[src/rtl/cpu_pkg.sv]
// Shared pipeline definitions: control-word layout and bubble constant.
package cpu_pkg;

    localparam int CTRL_W = 10;

    // {RegWr,MemRd,MemWr,MemtoReg,ALUSrc,RegDst,ALUOp[3:0]}
    localparam int CTRL_REGWR    = 9;
    localparam int CTRL_MEMRD    = 8;
    localparam int CTRL_MEMWR    = 7;
    localparam int CTRL_MEMTOREG = 6;
    localparam int CTRL_ALUSRC   = 5;
    localparam int CTRL_REGDST   = 4;
    localparam int CTRL_ALUOP    = 0;
    localparam int ALUOP_W       = 4;

    localparam logic [CTRL_W-1:0] CTRL_NOP = '0;

endpackage

[src/rtl/load_use_detect.sv]
// Load-use hazard detection between the load in EX and the reader in ID.
module load_use_detect (
    input  logic       rst_n_i,
    input  logic       flush_i,
    input  logic       ex_valid_i,
    input  logic       ex_memrd_i,
    input  logic [4:0] ex_rt_i,
    input  logic       id_valid_i,
    input  logic [4:0] id_rs_i,
    input  logic [4:0] id_rt_i,
    input  logic       id_uses_rt_i,
    output logic       ld_use_o,
    output logic       stall_o
);

    logic rs_hit;
    logic rt_hit;

    assign rs_hit = (ex_rt_i == id_rs_i);
    assign rt_hit = id_uses_rt_i & (ex_rt_i == id_rt_i);

    assign ld_use_o = ex_valid_i & ex_memrd_i & (ex_rt_i != 5'd0)
                    & (rs_hit | rt_hit) & id_valid_i;

    // A taken branch kills the reader, so there is nothing to wait for.
    assign stall_o = ld_use_o & ~flush_i & rst_n_i;

endmodule

[src/rtl/id_ex_hazard_reg.sv]
// ID/EX pipeline register with load-use bubble insertion and WB bypass.
module id_ex_hazard_reg #(
    parameter int DATA_W = 32,
    parameter int CTRL_W = cpu_pkg::CTRL_W,
    parameter int CNT_W  = 16
) (
    input  logic              clk,
    input  logic              rst_n,
    input  logic              id_valid,
    input  logic [4:0]        id_rs,
    input  logic [4:0]        id_rt,
    input  logic [4:0]        id_rd,
    input  logic              id_uses_rt,
    input  logic [DATA_W-1:0] id_rs_data,
    input  logic [DATA_W-1:0] id_rt_data,
    input  logic [DATA_W-1:0] id_imm,
    input  logic [CTRL_W-1:0] id_ctrl,
    input  logic              wb_reg_wr,
    input  logic [4:0]        wb_addr,
    input  logic [DATA_W-1:0] wb_data,
    input  logic              flush,
    output logic              stall,
    output logic              ex_valid,
    output logic [4:0]        ex_rs,
    output logic [4:0]        ex_rt,
    output logic [4:0]        ex_wr_addr,
    output logic [DATA_W-1:0] ex_rs_data,
    output logic [DATA_W-1:0] ex_rt_data,
    output logic [DATA_W-1:0] ex_imm,
    output logic [CTRL_W-1:0] ex_ctrl,
    output logic [CNT_W-1:0]  ld_stall_cnt
);

    import cpu_pkg::*;

    logic              valid_q, valid_d;
    logic [4:0]        rs_q, rs_d;
    logic [4:0]        rt_q, rt_d;
    logic [4:0]        wr_q, wr_d;
    logic [DATA_W-1:0] rsd_q, rsd_d;
    logic [DATA_W-1:0] rtd_q, rtd_d;
    logic [DATA_W-1:0] imm_q, imm_d;
    logic [CTRL_W-1:0] ctrl_q, ctrl_d;
    logic [CNT_W-1:0]  cnt_q, cnt_d;
    logic              ld_use;
    logic              wb_ok;
    logic [CTRL_W-1:0] id_ctrl_eff;

    load_use_detect u_lud (
        .rst_n_i      (rst_n),
        .flush_i      (flush),
        .ex_valid_i   (valid_q),
        .ex_memrd_i   (ctrl_q[CTRL_MEMRD]),
        .ex_rt_i      (rt_q),
        .id_valid_i   (id_valid),
        .id_rs_i      (id_rs),
        .id_rt_i      (id_rt),
        .id_uses_rt_i (id_uses_rt),
        .ld_use_o     (ld_use),
        .stall_o      (stall)
    );

    assign wb_ok       = wb_reg_wr & (wb_addr != 5'd0);
    assign id_ctrl_eff = id_valid ? id_ctrl : CTRL_NOP;

    always_comb begin
        valid_d = 1'b0;
        rs_d    = '0;
        rt_d    = '0;
        wr_d    = '0;
        rsd_d   = '0;
        rtd_d   = '0;
        imm_d   = '0;
        ctrl_d  = CTRL_NOP;
        if (!(flush | ld_use)) begin
            valid_d = id_valid;
            rs_d    = id_rs;
            rt_d    = id_rt;
            imm_d   = id_imm;
            ctrl_d  = id_ctrl_eff;
            rsd_d   = (wb_ok && wb_addr == id_rs) ? wb_data : id_rs_data;
            rtd_d   = (wb_ok && wb_addr == id_rt) ? wb_data : id_rt_data;
            // Non-writers get address 0 so forwarding never matches them.
            if (id_ctrl_eff[CTRL_REGWR])
                wr_d = id_ctrl_eff[CTRL_REGDST] ? id_rd : id_rt;
        end
    end

    always_comb begin
        cnt_d = cnt_q;
        if (stall && cnt_q != {CNT_W{1'b1}})
            cnt_d = cnt_q + 1'b1;
    end

    always_ff @(posedge clk) begin
        if (!rst_n) begin
            valid_q <= 1'b0;
            rs_q    <= '0;
            rt_q    <= '0;
            wr_q    <= '0;
            rsd_q   <= '0;
            rtd_q   <= '0;
            imm_q   <= '0;
            ctrl_q  <= CTRL_NOP;
            cnt_q   <= '0;
        end else begin
            valid_q <= valid_d;
            rs_q    <= rs_d;
            rt_q    <= rt_d;
            wr_q    <= wr_d;
            rsd_q   <= rsd_d;
            rtd_q   <= rtd_d;
            imm_q   <= imm_d;
            ctrl_q  <= ctrl_d;
            cnt_q   <= cnt_d;
        end
    end

    assign ex_valid     = valid_q;
    assign ex_rs        = rs_q;
    assign ex_rt        = rt_q;
    assign ex_wr_addr   = wr_q;
    assign ex_rs_data   = rsd_q;
    assign ex_rt_data   = rtd_q;
    assign ex_imm       = imm_q;
    assign ex_ctrl      = ctrl_q;
    assign ld_stall_cnt = cnt_q;

endmodule

[config.mk]
export PLATFORM = sky130hd
export DESIGN_NAME = id_ex_hazard_reg
export DESIGN_NICKNAME = d
export VERILOG_FILES = /design/src/rtl/cpu_pkg.sv /design/src/rtl/load_use_detect.sv /design/src/rtl/id_ex_hazard_reg.sv
export SDC_FILE = /design/constraint.sdc
export NUM_CORES = 1
export LEC_CHECK = 0
export CELL_PAD_IN_SITES_DETAIL_PLACEMENT = 1
export CELL_PAD_IN_SITES_GLOBAL_PLACEMENT = 1
export CORE_MARGIN = 2
export CORE_UTILIZATION = 29
export DETAILED_ROUTE_END_ITERATION = 16
export GPL_TIMING_DRIVEN = 0
export PLACE_DENSITY_LB_ADDON = 0.1
export RECOVER_POWER = 100
export SETUP_SLACK_MARGIN = 0.1
export SYNTH_ARGS = -nofsm -noshare
export SYNTH_HDL_FRONTEND = slang
export SYNTH_SLANG_ARGS = --single-unit
[constraint.sdc]
create_clock -name clk -period 3.8 [get_ports clk]
set_input_delay 0.57 -clock clk [delete_from_list [all_inputs] [get_ports clk]]
set_output_delay 0.57 -clock clk [all_outputs]
set_load 0.03 [all_outputs]
==> implementation parameters <==
Parameter                              Value

Status
  Status    completed

Route
  Wire length after detailed routing    18900 µm
  Vias per cell    4.59
  Drt pass-1 iters    4
  Post-detailed-route DRC marker count    0
  Wirelength per Cell    18.0 µm
  Violation count after the first detailed-route iteration    116
  Final antenna-violating net count    0
  Routed via count    4809

Pwr
  Switching power    0.909 mW
  Power density of the placed cells    408 nW/µm²
  Net switching share of the total power    0.250
  Worst IR drop on VDD    296 µV
  Comb pwr share    0.138
  Clock group share of total power    0.446
  Leakage power    3.73 nW
  Power share of the sequential group    0.415
  Cell internal pwr    2.73 mW

Cells and area
  Combined area of the multi-input logic cells    2120 µm²
  Fraction of layout instances using a drive strength above 1    0.0584
  Layout filler cell count    1949
  Final Net Count    974
  Area added between synthesis and finish    75.8%
  Final core utilization    0.519
  Design area    8910 µm²
  Footprint of the flip-flops and latches    2760 µm²

Clocking
  CTS Buf Count    17
  Master cell of the clock root buffer    sky130_fd_sc_hd__clkbuf_16
  H-tree level count    4
  Clock network latency to the later pin of the worst-skew pair    420 ps
  Number of sinks handled by clock tree synthesis    138
  Largest buffer count on any clock path    2
  Clock edge transition at the registers on the reported setup and hold paths    60 ps
  Clock tree from TritonCTS    done

Logic synthesis
  Netlist area before placement    5070 µm²
  Dominant cell type by area after synthesis    sky130_fd_sc_hd__dfxtp_1
  Synth warn    0
  Number of distinct library cells after synthesis    39
  Synth Flop Type    sky130_fd_sc_hd__dfxtp_1
  Top cell type's share of synthesized area    0.545
  Number of nets produced by synthesis    654
  Top cells by area, synth    sky130_fd_sc_hd__dfxtp_1 55%, sky130_fd_sc_hd__mux2i_1 15%, sky130_fd_sc_hd__and3_1 5.6%, sky130_fd_sc_hd__nor2_1 5.1%, sky130_fd_sc_hd__xnor2_1 1.7%
  Post-synth EDFFs    0
  Mean area per synthesized cell    10.4 µm²
  Count of mapped cells out of synthesis    489
  Sequential area share after synthesis    0.545
  Synth async-reset ratio    0
  Register bit count reported by yosys    138

Critical path
  Max Fanout on Critical Path    10
  Startpoint Class    primary input
  Critical path data arrival time    2880 ps
  Crit path capture type    output port
  Critical path required time    3230 ps
  Path type of the worst setup path    primary input to output port

Global route
  Highest-utilization routing layer at the global route stage    met2
  Pin count of the biggest net entering global routing    17
  Global-route usage over all layers    0.206
  Met3 usage in global routing    0.0742
  Sum of overflow across all layers after global routing    0
  GR Util met2    0.355
  Initial antenna violation count    2
  Number of global-route vias before repair    5126
  Wire length of the first global-routing pass    28700 µm
  Met1 global-route usage    0.230

Floorplan
  Total Die Area    18600 µm²
  Top Ports    303
  Starting Density    0.295
  Die Wd    136 µm
  Vert. Die Dim    136 µm
  Core region area    17200 µm²
  Site row count    48

Timing
  Setup-failing EPs final    0
  Tightest Pin Transition    734 ps
  Final hold slack    482 ps
  Setup TNS    0 ps
  Slew Limit Fails    0
  Relative slew slack    0.507
  Minimum clock period    3450 ps
  Fmax    289 MHz
  Fin Clk Skew    13.0 ps
  Final number of hold-violating endpoints    0
  Post-layout worst setup margin    346 ps
  Unrepaired setup endpoints after global routing    no
  Period utilisation layout    0.909

Placed design
  Post-Place Worst Slack    -65.4 ps
  Placed Area    8360 µm²
  Placed wire-length estimate after detailed placement    15000 µm
  Buffers added on ports    301
  Routability congestion estimate from global placement    0.855

Job
  Number of maximum-capacitance constraint violations    0

Hold path
  Worst hold-check path type    flop to flop
## what timing repair did
action	4_1_cts	5_1_grt
hold buffers	0	0
resized for setup	1	3
gates cloned	0	0
pin swaps	0	0
setup endpoints to repair	1	1
buffers inserted	0	0
## synthesized netlist by cell type, drive strengths merged (3+ instances only)
cell type / instances
dfxtp: 138
mux2i: 75
nor2: 70
and3: 46
buf: 16
nand2: 14
clkbuf: 13
nor3: 12
nand3: 10
xnor2: 10
xor2: 10
and2: 9
o21ai: 9
a21oi: 8
inv: 7
nor4: 7
nand2b: 6
or4: 6
nand4: 5
o31ai: 5
o21a: 3
## critical path: stages
cell                            delay [ps]
sky130_fd_sc_hd__dlygate4sd3_1         650
sky130_fd_sc_hd__xor2_1                200
sky130_fd_sc_hd__nor4_1                310
sky130_fd_sc_hd__and3_1                230
sky130_fd_sc_hd__buf_6                 120
sky130_fd_sc_hd__o21ai_2               150
sky130_fd_sc_hd__clkbuf_1              250
sky130_fd_sc_hd__nor3_1                170
sky130_fd_sc_hd__clkbuf_2              240
## state kept, by name, summed over array words and instances (netlist names)
signal        cells
ex_valid          1
ld_stall_cnt     16
ex_imm           32
ex_ctrl          10
ex_rs_data       32
ex_rt             5
ex_rs             5
ex_rt_data       32
ex_wr_addr        5
## cells by family after synthesis
| logic type | synth area share |
|---|---|
| DFF | 0.545 |
| buffers and inverters | 0.0336 |
| AOI/OAI and AO/OA | 0.0375 |
| xor gates and xnor gates | 0.0346 |
| and+or+nand+nor | 0.199 |
| muxes | 0.148 |
| adders and majority gates | 0.00247 |
## path summary, 6_finish.rpt
kind	startpoint	endpoint	slack [ps]	cells after the start
worst max-delay path	id_rt[4]	stall	350	9
worst min-delay path	ld_stall_cnt[9]	ld_stall_cnt[9]	480	2
worst max register to register	ex_rt[1]	ex_wr_addr[1]	1440	6
worst min register to register	ld_stall_cnt[9]	ld_stall_cnt[9]	480	2
## final cells by class
| type | instances | area share |
|---|---|---|
| Sequential cell | 138 | 0.310 |
| Clock buffer | 18 | 0.0482 |
| Inverter | 7 | 0.00295 |
| Antenna cell | 1 | 0.000281 |
| Timing Repair Buffer | 301 | 0.337 |
| Buffer | 29 | 0.0153 |
| Multi-Input combinational cell | 315 | 0.237 |
| Tap cell | 225 | 0.0316 |
| Clock inverter | 14 | 0.0168 |
## power by group through the flow
| stage | registers, mW | clock network (mW) | logic [mW] |
|---|---|---|---|
| after floorplan | 1.65 | 0 | 0.108 |
| after global placement | 1.54 | 0 | 0.520 |
| after detailed placement | 1.55 | 0 | 0.528 |
| after CTS | 1.51 | 1.66 | 0.531 |
| after global routing | 1.52 | 1.74 | 0.539 |
| final | 1.51 | 1.62 | 0.504 |
## through the flow
| step | total power [mW] | cells |
|---|---|---|
| after floorplan | 1.75 | 489 |
| after global placement | 2.06 | 1015 |
| after detailed placement | 2.07 | 1015 |
| after CTS | 3.70 | 1047 |
| after global routing | 3.79 | 1048 |
| final | 3.64 | 1048 |
## metal layers
layer,vias up,wire length (µm)
met5,-,0
met4,0,435
met3,24,1490
met2,185,9570
met1,2268,7400
li1,2332,-
## layout by cell type, fill, tap and decap left out, drive strengths merged, types with 8 or more instances in the layout
cell / netlist / routed
xor2: 10 / 10
clkdlybuf4s50: 0 / 160
dlygate4sd3: 0 / 140
inv: 7 / 8
buf: 16 / 10
and3: 46 / 46
nor3: 12 / 12
o21ai: 9 / 9
nand2: 14 / 14
a21oi: 8 / 8
clkbuf: 13 / 38
and2: 9 / 9
nor2: 70 / 70
xnor2: 10 / 10
dfxtp: 138 / 138
mux2i: 75 / 75
nand3: 10 / 10
clkinv: 0 / 8
(Power assumes the default switching activity.)
==> RTL edit 1: new RTL, same settings <==
Reset style: asynchronous (`rst_n`), changed in one clocked block.
--- a/src/rtl/id_ex_hazard_reg.sv
+++ b/src/rtl/id_ex_hazard_reg.sv
@@ -94,3 +94,3 @@
 
-    always_ff @(posedge clk) begin
+    always_ff @(posedge clk or negedge rst_n) begin
         if (!rst_n) begin
Formal check against the unedited RTL: differs if rst_n is asserted again (counterexample within 4 cycles, from zero or initial values and one cycle with rst_n low); with rst_n held inactive, the same outputs for 10 cycles.
==> RTL edit 1 against the original RTL <==
- the run now ends with capacitance limit, slew limit left
- cell area up 7.3%
- largest power group unchanged
- area after synthesis up 11%
- sequential cell count unchanged
- power up 10%
- worst setup slack better by 0.035 ns
- wire length about the same
- count of clock-buffer cells in the layout up 3
- critical path type unchanged
- utilization down 1.1 points
==> RTL edit 1: results (changes against the original RTL) <==
kind of path behind the tightest hold check=in -> async; deepest clock path buffer count=2 (unchanged); fill count=1998 (+2.5%); number of nets in the layout=933 (-4.2%); Mapped Nets=612 (-6.4%); antenna diode count=0 (-1); routed wl met3=1250 µm (-16%); met3 usage in global routing=5.84% (-1.6 points); violated checks=capacitance limit, slew limit; wire per inst=18.1 µm (+0.59%); global-route usage over all layers=18.8% (-1.8 points); setup clock skew after layout=0.00560 ns (-0.00742 ns); pin count of the biggest net entering global routing=85 (+68); routed length on met2=10300 µm (+7.9%); area share of xor/xnor cells in the synthesized design=5.30% (+1.8 points); share of synthesized area occupied by flip-flops and latches=61.4% (+6.9 points); iteration-0 DRC count of the detailed router=110 (-5.2%); slew at the pin with the worst max-slew slack=2.09 ns (+1.36 ns); ys async rst share=100% (+100 points); fraction of layout instances using a drive strength above 1=5.89% (+0.050 points); Critical Path AT=2.85 ns (-0.03 ns); Via Count=4623 (-3.9%); commonest cells in the synthesized netlist=138 x dfrtp_1, 73 x nor2_1, 69 x mux2i_1; reported leakage power=4.25 nW (+14%); vias in the first global route=5220 (+1.8%); antenna violations before repair=0 (-2); Synth area leaders=dfrtp_1 61%, mux2i_1 12%, and2_1 5.7%; Routability Congestion=0.772 (-9.7%); Reg2Reg Launch Point=ex_rt[1]; result of the run=finished with violations; GR Layer Usage met2=34.2% (-1.3 points); post-synthesis mux area share=12.5% (-2.3 points); number of max-slew violations in the final report=85 (+85); dominant register cell in the synthesized netlist=dfrtp_1; maximum capacitance violations=1 (+1); worst voltage drop across the vdd grid=303 µV (+2.5%); global-route wire length before repair=28900 µm (+0.58%); detailed-route wire length on metal 1=6930 µm (-6.4%); DP Wirelength=14700 µm (-1.7%); length of the first detailed-routing pass in iterations=5 (+1); Synth Area in Compound Gates=2.14% (-1.6 points); met1 layer usage reported by global route=20.5% (-2.5 points); Post-Synth Adder-Cell Area=0.223% (-0.024 points)
[RTL edit 1: report_power, final]
group	total [mW]	internal [mW]	switching, mW
registers	1.56	1.54	0.0202
clock network	1.85	1.22	0.631
logic	0.614	0.298	0.316
total	4.02	3.05	0.968
[RTL edit 1: stage by stage]
step | TNS, ns | cells | util, % | area, µm² | setup slack [ns]
2_1_floorplan | 0 | 447 | - | 5620 | 1.23
5_1_grt | 0 | 1041 | 50.8 | 9570 | 0.207
4_1_cts | 0 | 1041 | 51.3 | 9650 | 0.364
6_report | 0 | 1041 | 50.8 | 9570 | 0.381
3_3_place_gp | -559.58 | 1008 | 47.6 | 8960 | -4.74
3_5_place_dp | -0.0291 | 1009 | 47.7 | 8990 | -0.0291
[RTL edit 1: final cells by class]
class	count	area [µm²]	area share, %
Sequential cell	138	3450	36.1
Timing Repair Buffer	302	3020	31.5
Multi-Input combinational cell	284	1950	20.4
Clock buffer	21	470	4.92
Tap cell	260	325	3.40
Clock inverter	11	191	2.00
Buffer	22	141	1.48
Inverter	3	11.3	0.118
[RTL edit 1: final timing paths]
kind                                    end  slack, ns  cells after the start
max reg2reg                 ld_stall_cnt[1]       1.14                      5
min                        ld_stall_cnt[14]       0.10                      1
min in group clk            ld_stall_cnt[7]       0.49                      1
max in group asynchronous    ex_rs_data[14]       1.28                      2
min reg2reg                 ld_stall_cnt[7]       0.49                      1
max                                   stall       0.38                      8
[RTL edit 1: critical path, cell delays in order]
cell and delay (ns):
dlygate4sd3_1 0.68, xnor2_1 0.17, nand4_1 0.15, o22ai_2 0.19, buf_2 0.26, buf_2 0.26
nor2b_1 0.17, dlygate4sd2_1 0.41
[RTL edit 1: repair_timing]
action | in CTS | in global routing
resized for setup | 2 | 0
endpoints found under the hold margin | 0 | 0
setup endpoints to repair | 1 | 0
==> RTL edit 2: new RTL, same flow settings <==
Without the edit above. Set the package constant `CTRL_W` to 14 (it was 10).
--- a/src/rtl/cpu_pkg.sv
+++ b/src/rtl/cpu_pkg.sv
@@ -3,3 +3,3 @@
 
-    localparam int CTRL_W = 10;
+    localparam int CTRL_W = 14;
 
Ports: changed (resized ex_ctrl and id_ctrl); port bits go from 303 to 311. The function was not compared with the original's and may differ.
==> RTL edit 2 against the original RTL <==
- sequential cell count is 4 higher
- wire length is 4.9% higher
- worst setup slack worse by 0.059 ns
- power is 5.8% higher
- global-route usage up 0.16 points
- cell area increased by 2.7%
- count of clock-buffer cells in the layout grew 1
- clock skew shrank 0.0035 ns
- synthesized cell count increased by 0.61%
- non-clock buffer count increased by 5
- area after synthesis rose by 2.1%
==> RTL edit 2: results (changes against the original RTL) <==
fill count=1892 (-2.9%); antenna diode count=0 (-1); share of synthesized area occupied by flip-flops and latches=54.9% (+0.41 points); kind of path behind the tightest hold check=reg -> reg; clock transition at the registers of the reported paths=around 0.070 ns; length of the first detailed-routing pass in iterations=4 (unchanged); synthesis warning total=0 (unchanged); IO Port Bufs=309 (+2.7%); number of vias per cell after detailed routing=4.54 (-0.97%); DRC violation count after routing=0 (unchanged); commonest cells in the synthesized netlist=142 x dfxtp_1, 76 x nor2_1, 75 x mux2i_1; global-route wire length before repair=29100 µm (+1.5%); number of nets in the layout=989 (+1.5%); worst-skew pair later-pin latency=0.42 ns (about the same); vias in the first global route=5153 (+0.53%); iteration-0 DRC count of the detailed router=109 (-6.0%); worst voltage drop across the vdd grid=308 µV (+4.1%); setup clock skew after layout=0.00950 ns (-0.00352 ns); result of the run=complete, no violations; antenna violations before repair=1 (-1); TritonCTS buffer count=17 (unchanged); fraction of layout instances using a drive strength above 1=5.88% (+0.043 points); Placement Cell Area=8550 µm² (+2.2%); initial standard-cell utilization of the core=29.8% (+0.31 points); headroom to the max-slew limit=30.8% (-20 points); DP Wirelength=15600 µm (+4.4%); deepest clock path buffer count=2 (unchanged); global-route usage over all layers=20.7% (+0.16 points); Detailed Route WL=19800 µm (+4.9%); Mapped Nets=661 (+1.1%); pin count of the biggest net entering global routing=17 (unchanged); root buffer cell=clkbuf_16; Synth area leaders=dfxtp_1 55%, mux2i_1 15%, nor2_1 5.5%; critical path fanouts, max=10 (unchanged); Routability Congestion=0.827 (-3.3%); ys async rst share=0% (unchanged); reported leakage power=3.73 nW (-0.11%); total negative slack for setup checks=0 ns (unchanged); H-tree depth=4 (unchanged); number of distinct library cells after synthesis=35 (-10%)
-- RTL edit 2: layout make-up --
class	count	area (µm²)	area share (%)
clock buffer	19	453	4.95
buffer	26	156	1.71
tap	225	282	3.08
multi-input combinational	319	2130	23.3
clock inverter	13	176	1.93
inverter	5	18.8	0.205
sequential	142	2840	31.1
timing repair buffer	309	3090	33.8
-- RTL edit 2: cells by family (layout without fill, tap and decap cells) --
group | count (synthesis) | after routing | synth area share, %
flops | 142 | 142 | 54.9
buf+inv | 31 | 372 | 3.82
simple gates | 199 | 199 | 20.1
compound gates | 24 | 24 | 3.05
mux | 75 | 75 | 14.5
xor+xnor | 20 | 20 | 3.38
fa+ha+maj | 1 | 1 | 0.242
-- RTL edit 2: final timing paths --
kind / startpoint / to / slack (ns) / cells after the start
worst max-delay path: id_rt[2] / stall / 0.29 / 8
worst min-delay path: ld_stall_cnt[8] / ld_stall_cnt[8] / 0.51 / 2
worst max register to register: ex_rt[2] / ex_rt_data[24] / 0.99 / 6
worst min register to register: ld_stall_cnt[8] / ld_stall_cnt[8] / 0.51 / 2
-- RTL edit 2: power by group --
group          internal (mW)  switching (mW)  leakage (nW)
clock network           1.08           0.690         0.299
logic                  0.271           0.251          2.27
registers               1.54          0.0139          1.16
total                   2.89           0.955          3.73
-- RTL edit 2: stage by stage --
step / cells / worst slack (ns)
floorplan: 492 / 1.23
global placement: 1026 / 0.0878
detailed placement: 1026 / 0.0671
CTS: 1058 / 0.328
global route: 1058 / 0.110
finish: 1058 / 0.287
-- RTL edit 2: metal layers --
layer,part of all wire [%],vias to the layer above,track usage (%)
li1,-,2323,-
met1,36,2268,21.5
met2,52,184,37.6
met3,8.8,31,8.09
met4,2.3,2,7.56
met5,0.066,-,0
-- RTL edit 2: what timing repair did --
| item | CTS | global route |
|---|---|---|
| endpoints found under the setup margin | 1 | 0 |
| gates resized for setup | 1 | 0 |
| setup buffers | 0 | 0 |
-- RTL edit 2: worst max-delay path, cell delays in order --
cell	delay [ns]
dlygate4sd3_1	0.62
xor2_1	0.19
nor4_2	0.31
a32oi_2	0.30
buf_6	0.23
buf_2	0.19
nor2_1	0.11
dlygate4sd2_1	0.41
